### src/rtl/branch_pc_unit.sv
// Branch resolution and fetch PC register.
// Decides taken branches/jumps, redirects fetch and squashes IF/ID.
module branch_pc_unit #(
   parameter logic [31:0] RESET_PC     = 32'h0000_0000,
   parameter int          FLUSH_CYCLES = 2,
   parameter int          CNT_W        = 32
) (
   input  logic             i_clk,
   input  logic             i_rst_n,
   input  logic             i_stall,
   input  logic             i_ex_valid,
   input  logic             i_is_branch,
   input  logic             i_is_jal,
   input  logic             i_is_jalr,
   input  logic [2:0]       i_funct3,
   input  logic             i_br_less,
   input  logic             i_br_equal,
   input  logic [31:0]      i_target,
   output logic             o_br_un,
   output logic [31:0]      o_pc,
   output logic [31:0]      o_pc_four,
   output logic             o_flush,
   output logic             o_misalign,
   output logic [CNT_W-1:0] o_taken_cnt
);

   typedef enum logic [0:0] {
      RUN   = 1'b0,
      FLUSH = 1'b1
   } state_t;

   localparam logic [2:0] FLUSH_INIT = 3'(FLUSH_CYCLES - 1);
   localparam logic [CNT_W-1:0] CNT_ONE = CNT_W'(1);

   state_t           state;
   logic [2:0]       fcnt;
   logic [31:0]      pc;
   logic             misalign_q;
   logic [CNT_W-1:0] taken_cnt;

   logic             cond;
   logic             xfer;
   logic             take;
   logic             redirect;
   logic             misalign;
   logic [31:0]      eff_target;
   logic [31:0]      pc_four;

   // Comparator mode select from EX funct3 (100/101 choose mode 1).
   always_comb begin
      o_br_un = 1'b0;
      unique case (i_funct3)
         3'b100,
         3'b101:  o_br_un = 1'b1;
         default: o_br_un = 1'b0;
      endcase
   end

   // Branch condition from comparator flags.
   always_comb begin
      cond = 1'b0;
      unique case (i_funct3)
         3'b000:  cond = i_br_equal;
         3'b001:  cond = !i_br_equal;
         3'b100,
         3'b110:  cond = i_br_less;
         3'b101,
         3'b111:  cond = !i_br_less;
         default: cond = 1'b0;
      endcase
   end

   // Control-transfer decision by instruction class.
   always_comb begin
      xfer = 1'b0;
      unique case (1'b1)
         i_is_jal:    xfer = 1'b1;
         i_is_jalr:   xfer = 1'b1;
         i_is_branch: xfer = cond;
         default:     xfer = 1'b0;
      endcase
   end

   // JALR clears bit 0; others use the ALU target directly.
   always_comb begin
      eff_target = i_target;
      if (i_is_jalr) begin
         eff_target = {i_target[31:1], 1'b0};
      end
   end

   assign take     = i_ex_valid && (state == RUN) && xfer;
   assign redirect = take && (eff_target[1:0] == 2'b00);
   assign misalign = take && (eff_target[1:0] != 2'b00);
   assign pc_four  = pc + 32'd4;

   // Fetch PC, flush FSM, misalign pulse and redirect counter.
   always_ff @(posedge i_clk) begin
      if (!i_rst_n) begin
         state      <= RUN;
         fcnt       <= 3'd0;
         pc         <= RESET_PC;
         misalign_q <= 1'b0;
         taken_cnt  <= '0;
      end else begin
         misalign_q <= 1'b0;
         unique case (state)
            RUN: begin
               if (redirect) begin
                  pc        <= eff_target;
                  fcnt      <= FLUSH_INIT;
                  state     <= FLUSH;
                  taken_cnt <= taken_cnt + CNT_ONE;
               end else begin
                  misalign_q <= misalign;
                  if (!i_stall) begin
                     pc <= pc_four;
                  end
               end
            end
            FLUSH: begin
               if (!i_stall) begin
                  pc <= pc_four;
                  if (fcnt == 3'd0) begin
                     state <= RUN;
                  end else begin
                     fcnt <= fcnt - 3'd1;
                  end
               end
            end
            default: begin
               state <= RUN;
               fcnt  <= 3'd0;
            end
         endcase
      end
   end

   assign o_pc        = pc;
   assign o_pc_four   = pc_four;
   assign o_flush     = (state == FLUSH);
   assign o_misalign  = misalign_q;
   assign o_taken_cnt = taken_cnt;

endmodule

### config.mk
export PLATFORM = sky130hd
export DESIGN_NAME = branch_pc_unit
export DESIGN_NICKNAME = d
export VERILOG_FILES = /design/src/rtl/branch_pc_unit.sv
export SDC_FILE = /design/constraint.sdc
export NUM_CORES = 1
export LEC_CHECK = 0
export CORE_UTILIZATION = 53
export CTS_CLUSTER_SIZE = 40
export DETAILED_ROUTE_END_ITERATION = 8
export DONT_BUFFER_PORTS = 1
export PLACE_DENSITY = 0.71
export SYNTH_ARGS = -nofsm -noshare
export SYNTH_HDL_FRONTEND = slang
export SYNTH_SLANG_ARGS = --single-unit
### constraint.sdc
create_clock -name i_clk -period 2 [get_ports i_clk]
set_input_delay 0 -clock i_clk [delete_from_list [all_inputs] [get_ports i_clk]]
set_output_delay 0 -clock i_clk [all_outputs]
set_load 0.02 [all_outputs]
==> flow_metrics.env <==
export IMPL_synth_cell_types=45
export IMPL_synth_fp_nets=542
export IMPL_gp_congestion=0.839
export IMPL_crit_reg2reg_launch="o_flush"
export IMPL_layout_commonest_cell="buf_4"
export IMPL_wl_met2_um=6400
export IMPL_pin_count=143
export IMPL_whs_ps=16.2
export IMPL_sw_frac_of_total=0.316
export IMPL_totalWireLength_um=13000
export IMPL_grt_pass1_wl_um=18900
export IMPL_rows=31
export IMPL_hold_viol=0
export IMPL_cell_internal_pwr_w=0.00216
export IMPL_dpl_cell_area_um2=4800
export IMPL_maxSlewViolCount=0
export IMPL_hpwl_um=8270
export IMPL_grt_max_degree=64
export IMPL_status="complete, but fails checks"
export IMPL_cts_tree="yes"
export IMPL_final_area_um2=5800
export IMPL_clkPwrFrac=0.321
export IMPL_multi_input_comb_area_um2=2830
export IMPL_cp_arrival_ps=2140
export IMPL_p_sw_w=0.00100
export IMPL_syn_avg_cell_area_um2=8.10
export IMPL_clk_pin_slew_worst_paths_ps=80
export IMPL_dr_pass1_iters=5
export IMPL_gr_total_overflow=0
export IMPL_setup_viol=11
export IMPL_diodes=0
export IMPL_cts_buffers=9
export IMPL_ir_drop_uv=418
export IMPL_layout_min_cycle_time_ps=2140
export IMPL_dieArea_um2=7910
export IMPL_critPathLaunch="o_pc[17]"
export IMPL_synth_edf_count=0
export IMPL_antenna_left=0
export IMPL_routed_top_layer="met4"
export IMPL_ys_ff_latch=69
export IMPL_power_density_nw_per_um2=546
export IMPL_seqPwrFrac=0.467
export IMPL_m1WireLength_um=5380
export IMPL_post_route_drc_count=0
export IMPL_wl_per_cell_um=18.1
export IMPL_initial_utilization=0.549
export IMPL_cts_buffer_depth=2
export IMPL_dr_first_iter_drc_count=293
export IMPL_setup_ws_ps=-138
export IMPL_synthArstFlopShare=0
export IMPL_place_ws_ps=3.56
export IMPL_slowest_stage="or4_4"
export IMPL_clkLatencyLatePin_ps=350
export IMPL_start_kind="flop"
export IMPL_antenna_found_initial=0
export IMPL_hold_path_class="input pin to flop"
export IMPL_rsz0062_at_grt="yes"
export IMPL_max_stage_delay_ps=600
export IMPL_final_seq_area_um2=1400
export IMPL_fin_skew_ps=9.84
export IMPL_fmax_mhz=468
export IMPL_area_delta_synth_final_pct=44.9
export IMPL_total_power_w=0.00317
export IMPL_yosysSeqAreaShare=0.345
export IMPL_fillers=513
export IMPL_core_um2=7290
export IMPL_portBuffers=0
export IMPL_worst_setup_path_type="flop to output pin"
export IMPL_grt_total_usage=0.311
export IMPL_power_frac_comb=0.211
export IMPL_ys_warn_count=0
export IMPL_slew_headroom=0.558
export IMPL_wl_met3_um=914
export IMPL_fin_crit_sh=1.07
export IMPL_endpoint_kind="output pin"
export IMPL_required_ps=2000
export IMPL_grt_pass1_vias=4019
export IMPL_syn_inst=494
export IMPL_syn_area_um2=4000
export IMPL_fp_dieH_um=88.9
export IMPL_tightest_slew_ps=659
export IMPL_cp_cell_sequence="nand3_1 > or4_4 > nor2_4 > nand4_1 > xnor2_2"
export IMPL_clock_sinks=69
export IMPL_root_buffer="clkbuf_8"
export IMPL_layout_drive_gt1_share=0.324
export IMPL_vias_per_cell=6.10
export IMPL_layout_common_cells="95 x buf_4, 55 x dfxtp_1, 44 x nor2_1, 35 x xnor2_1, 33 x dlygate4sd3_1"
export IMPL_final_nets=665
export IMPL_min_delay_start="i_stall"
export IMPL_htreeDepth=3
export IMPL_die_w_um=88.9
export IMPL_violations="negative setup slack"
export IMPL_path_max_fanout=6
export IMPL_synth_ff_type="dfxtp_1"
export IMPL_vias=4389
export IMPL_p_leak_nw=2.19
export IMPL_final_setup_tns_ps=-828
export IMPL_drv_cap=0
-- synthesized netlist by cell type (2+ instances only) --
| cell type | instances | area, um2 |
|---|---|---|
| o2111ai_1 | 4 | 35.0 |
| o211ai_1 | 4 | 30.0 |
| inv_1 | 11 | 41.3 |
| ha_1 | 4 | 50.1 |
| and4_1 | 8 | 70.1 |
| nor4_1 | 8 | 50.1 |
| o21ai_0 | 12 | 60.1 |
| and2_1 | 3 | 18.8 |
| or2_2 | 2 | 12.5 |
| nor4_2 | 6 | 75.1 |
| clkbuf_1 | 22 | 82.6 |
| nor3_2 | 4 | 40.0 |
| or4_1 | 5 | 37.5 |
| xor2_1 | 23 | 201 |
| nor2b_1 | 3 | 18.8 |
| nor2_1 | 49 | 184 |
| nand3_1 | 28 | 140 |
| nor3_1 | 12 | 60.1 |
| nand2_1 | 25 | 93.8 |
| xnor2_1 | 39 | 342 |
| nand2b_1 | 5 | 31.3 |
| buf_2 | 7 | 35.0 |
| or3_1 | 14 | 87.6 |
| a21oi_1 | 36 | 180 |
| o21ai_1 | 22 | 110 |
| o21bai_1 | 6 | 45.0 |
| mux2i_1 | 3 | 30.0 |
| nand4_1 | 15 | 93.8 |
| and3_1 | 5 | 31.3 |
| buf_4 | 2 | 15.0 |
| o31ai_1 | 8 | 60.1 |
| a211oi_1 | 10 | 75.1 |
| nor3b_1 | 4 | 30.0 |
| a31oi_1 | 3 | 18.8 |
| nand4_2 | 3 | 37.5 |
| dfxtp_1 | 69 | 1380 |
| o21a_1 | 2 | 15.0 |
-- flip-flops by register name, indices dropped and copies added (netlist names) --
name	cells
o_taken_cnt	32
o_flush	1
o_misalign	1
fcnt	3
o_pc	32
-- cells by family after synthesis --
kind of cell               Yosys count  synth area share
muxes                                3           0.00750
adders and majority gates            4            0.0125
and+or+nand+nor                    203             0.291
DFF                                 69             0.345
AOI/OAI and AO/OA                  109             0.161
buffers and inverters               44            0.0472
xor gates and xnor gates            62             0.136
-- routing by layer --
metal	vias to the layer above	GRT usage
met2	218	0.518
li1	2018	-
met5	-	0
met1	2118	0.380
met3	35	0.0739
met4	0	0.144
-- through the flow --
stage / util / cells
2_1_floorplan: - / 494
3_3_place_gp: 0.658 / 654
3_5_place_dp: 0.658 / 654
4_1_cts: 0.755 / 710
5_1_grt: 0.795 / 720
6_report: 0.795 / 720
-- area by class of cell --
| cell class | instances | area share |
|---|---|---|
| well taps | 99 | 0.0214 |
| multi-input cells | 381 | 0.487 |
| repair buffers | 144 | 0.213 |
| flip-flops and latches | 69 | 0.242 |
| clock inverters | 5 | 0.00475 |
| clock buffers | 10 | 0.0237 |
| inverters | 12 | 0.00777 |
-- what timing repair did --
| item | CTS | global route |
|---|---|---|
| gates cloned | 0 | 2 |
| buffers inserted | 7 | 8 |
| hold buffers | 34 | 0 |
| resized for setup | 28 | 47 |
| endpoints found under the hold margin | 46 | 0 |
| pin swaps | 9 | 27 |
| setup endpoints to repair | 15 | 31 |
-- power groups by stage --
stage / clock network [W] / logic, W / registers (W)
finish: 0.00102 / 0.000669 / 0.00148
global placement: 0 / 0.000545 / 0.00150
detailed placement: 0 / 0.000551 / 0.00150
CTS: 0.00102 / 0.000634 / 0.00147
global route: 0.00109 / 0.000709 / 0.00148
floorplan: 0 / 0.000292 / 0.00159
-- worst max-delay path, delay by kind of cell (launching register included) --
family           cells  cell delay, ps
XOR/XNOR             1             330
flip-flops           1             360
AND/OR/NAND/NOR      4            1100
-- worst paths after layout --
check	to	slack [ps]	cells after the start
setup / recovery	o_pc_four[30]	-140	5
hold reg to reg	fcnt[0]	490	2
setup reg to reg	o_taken_cnt[10]	10	8
hold / removal	o_pc[28]	20	4
Note: power is estimated with default switching activity, not from simulation.
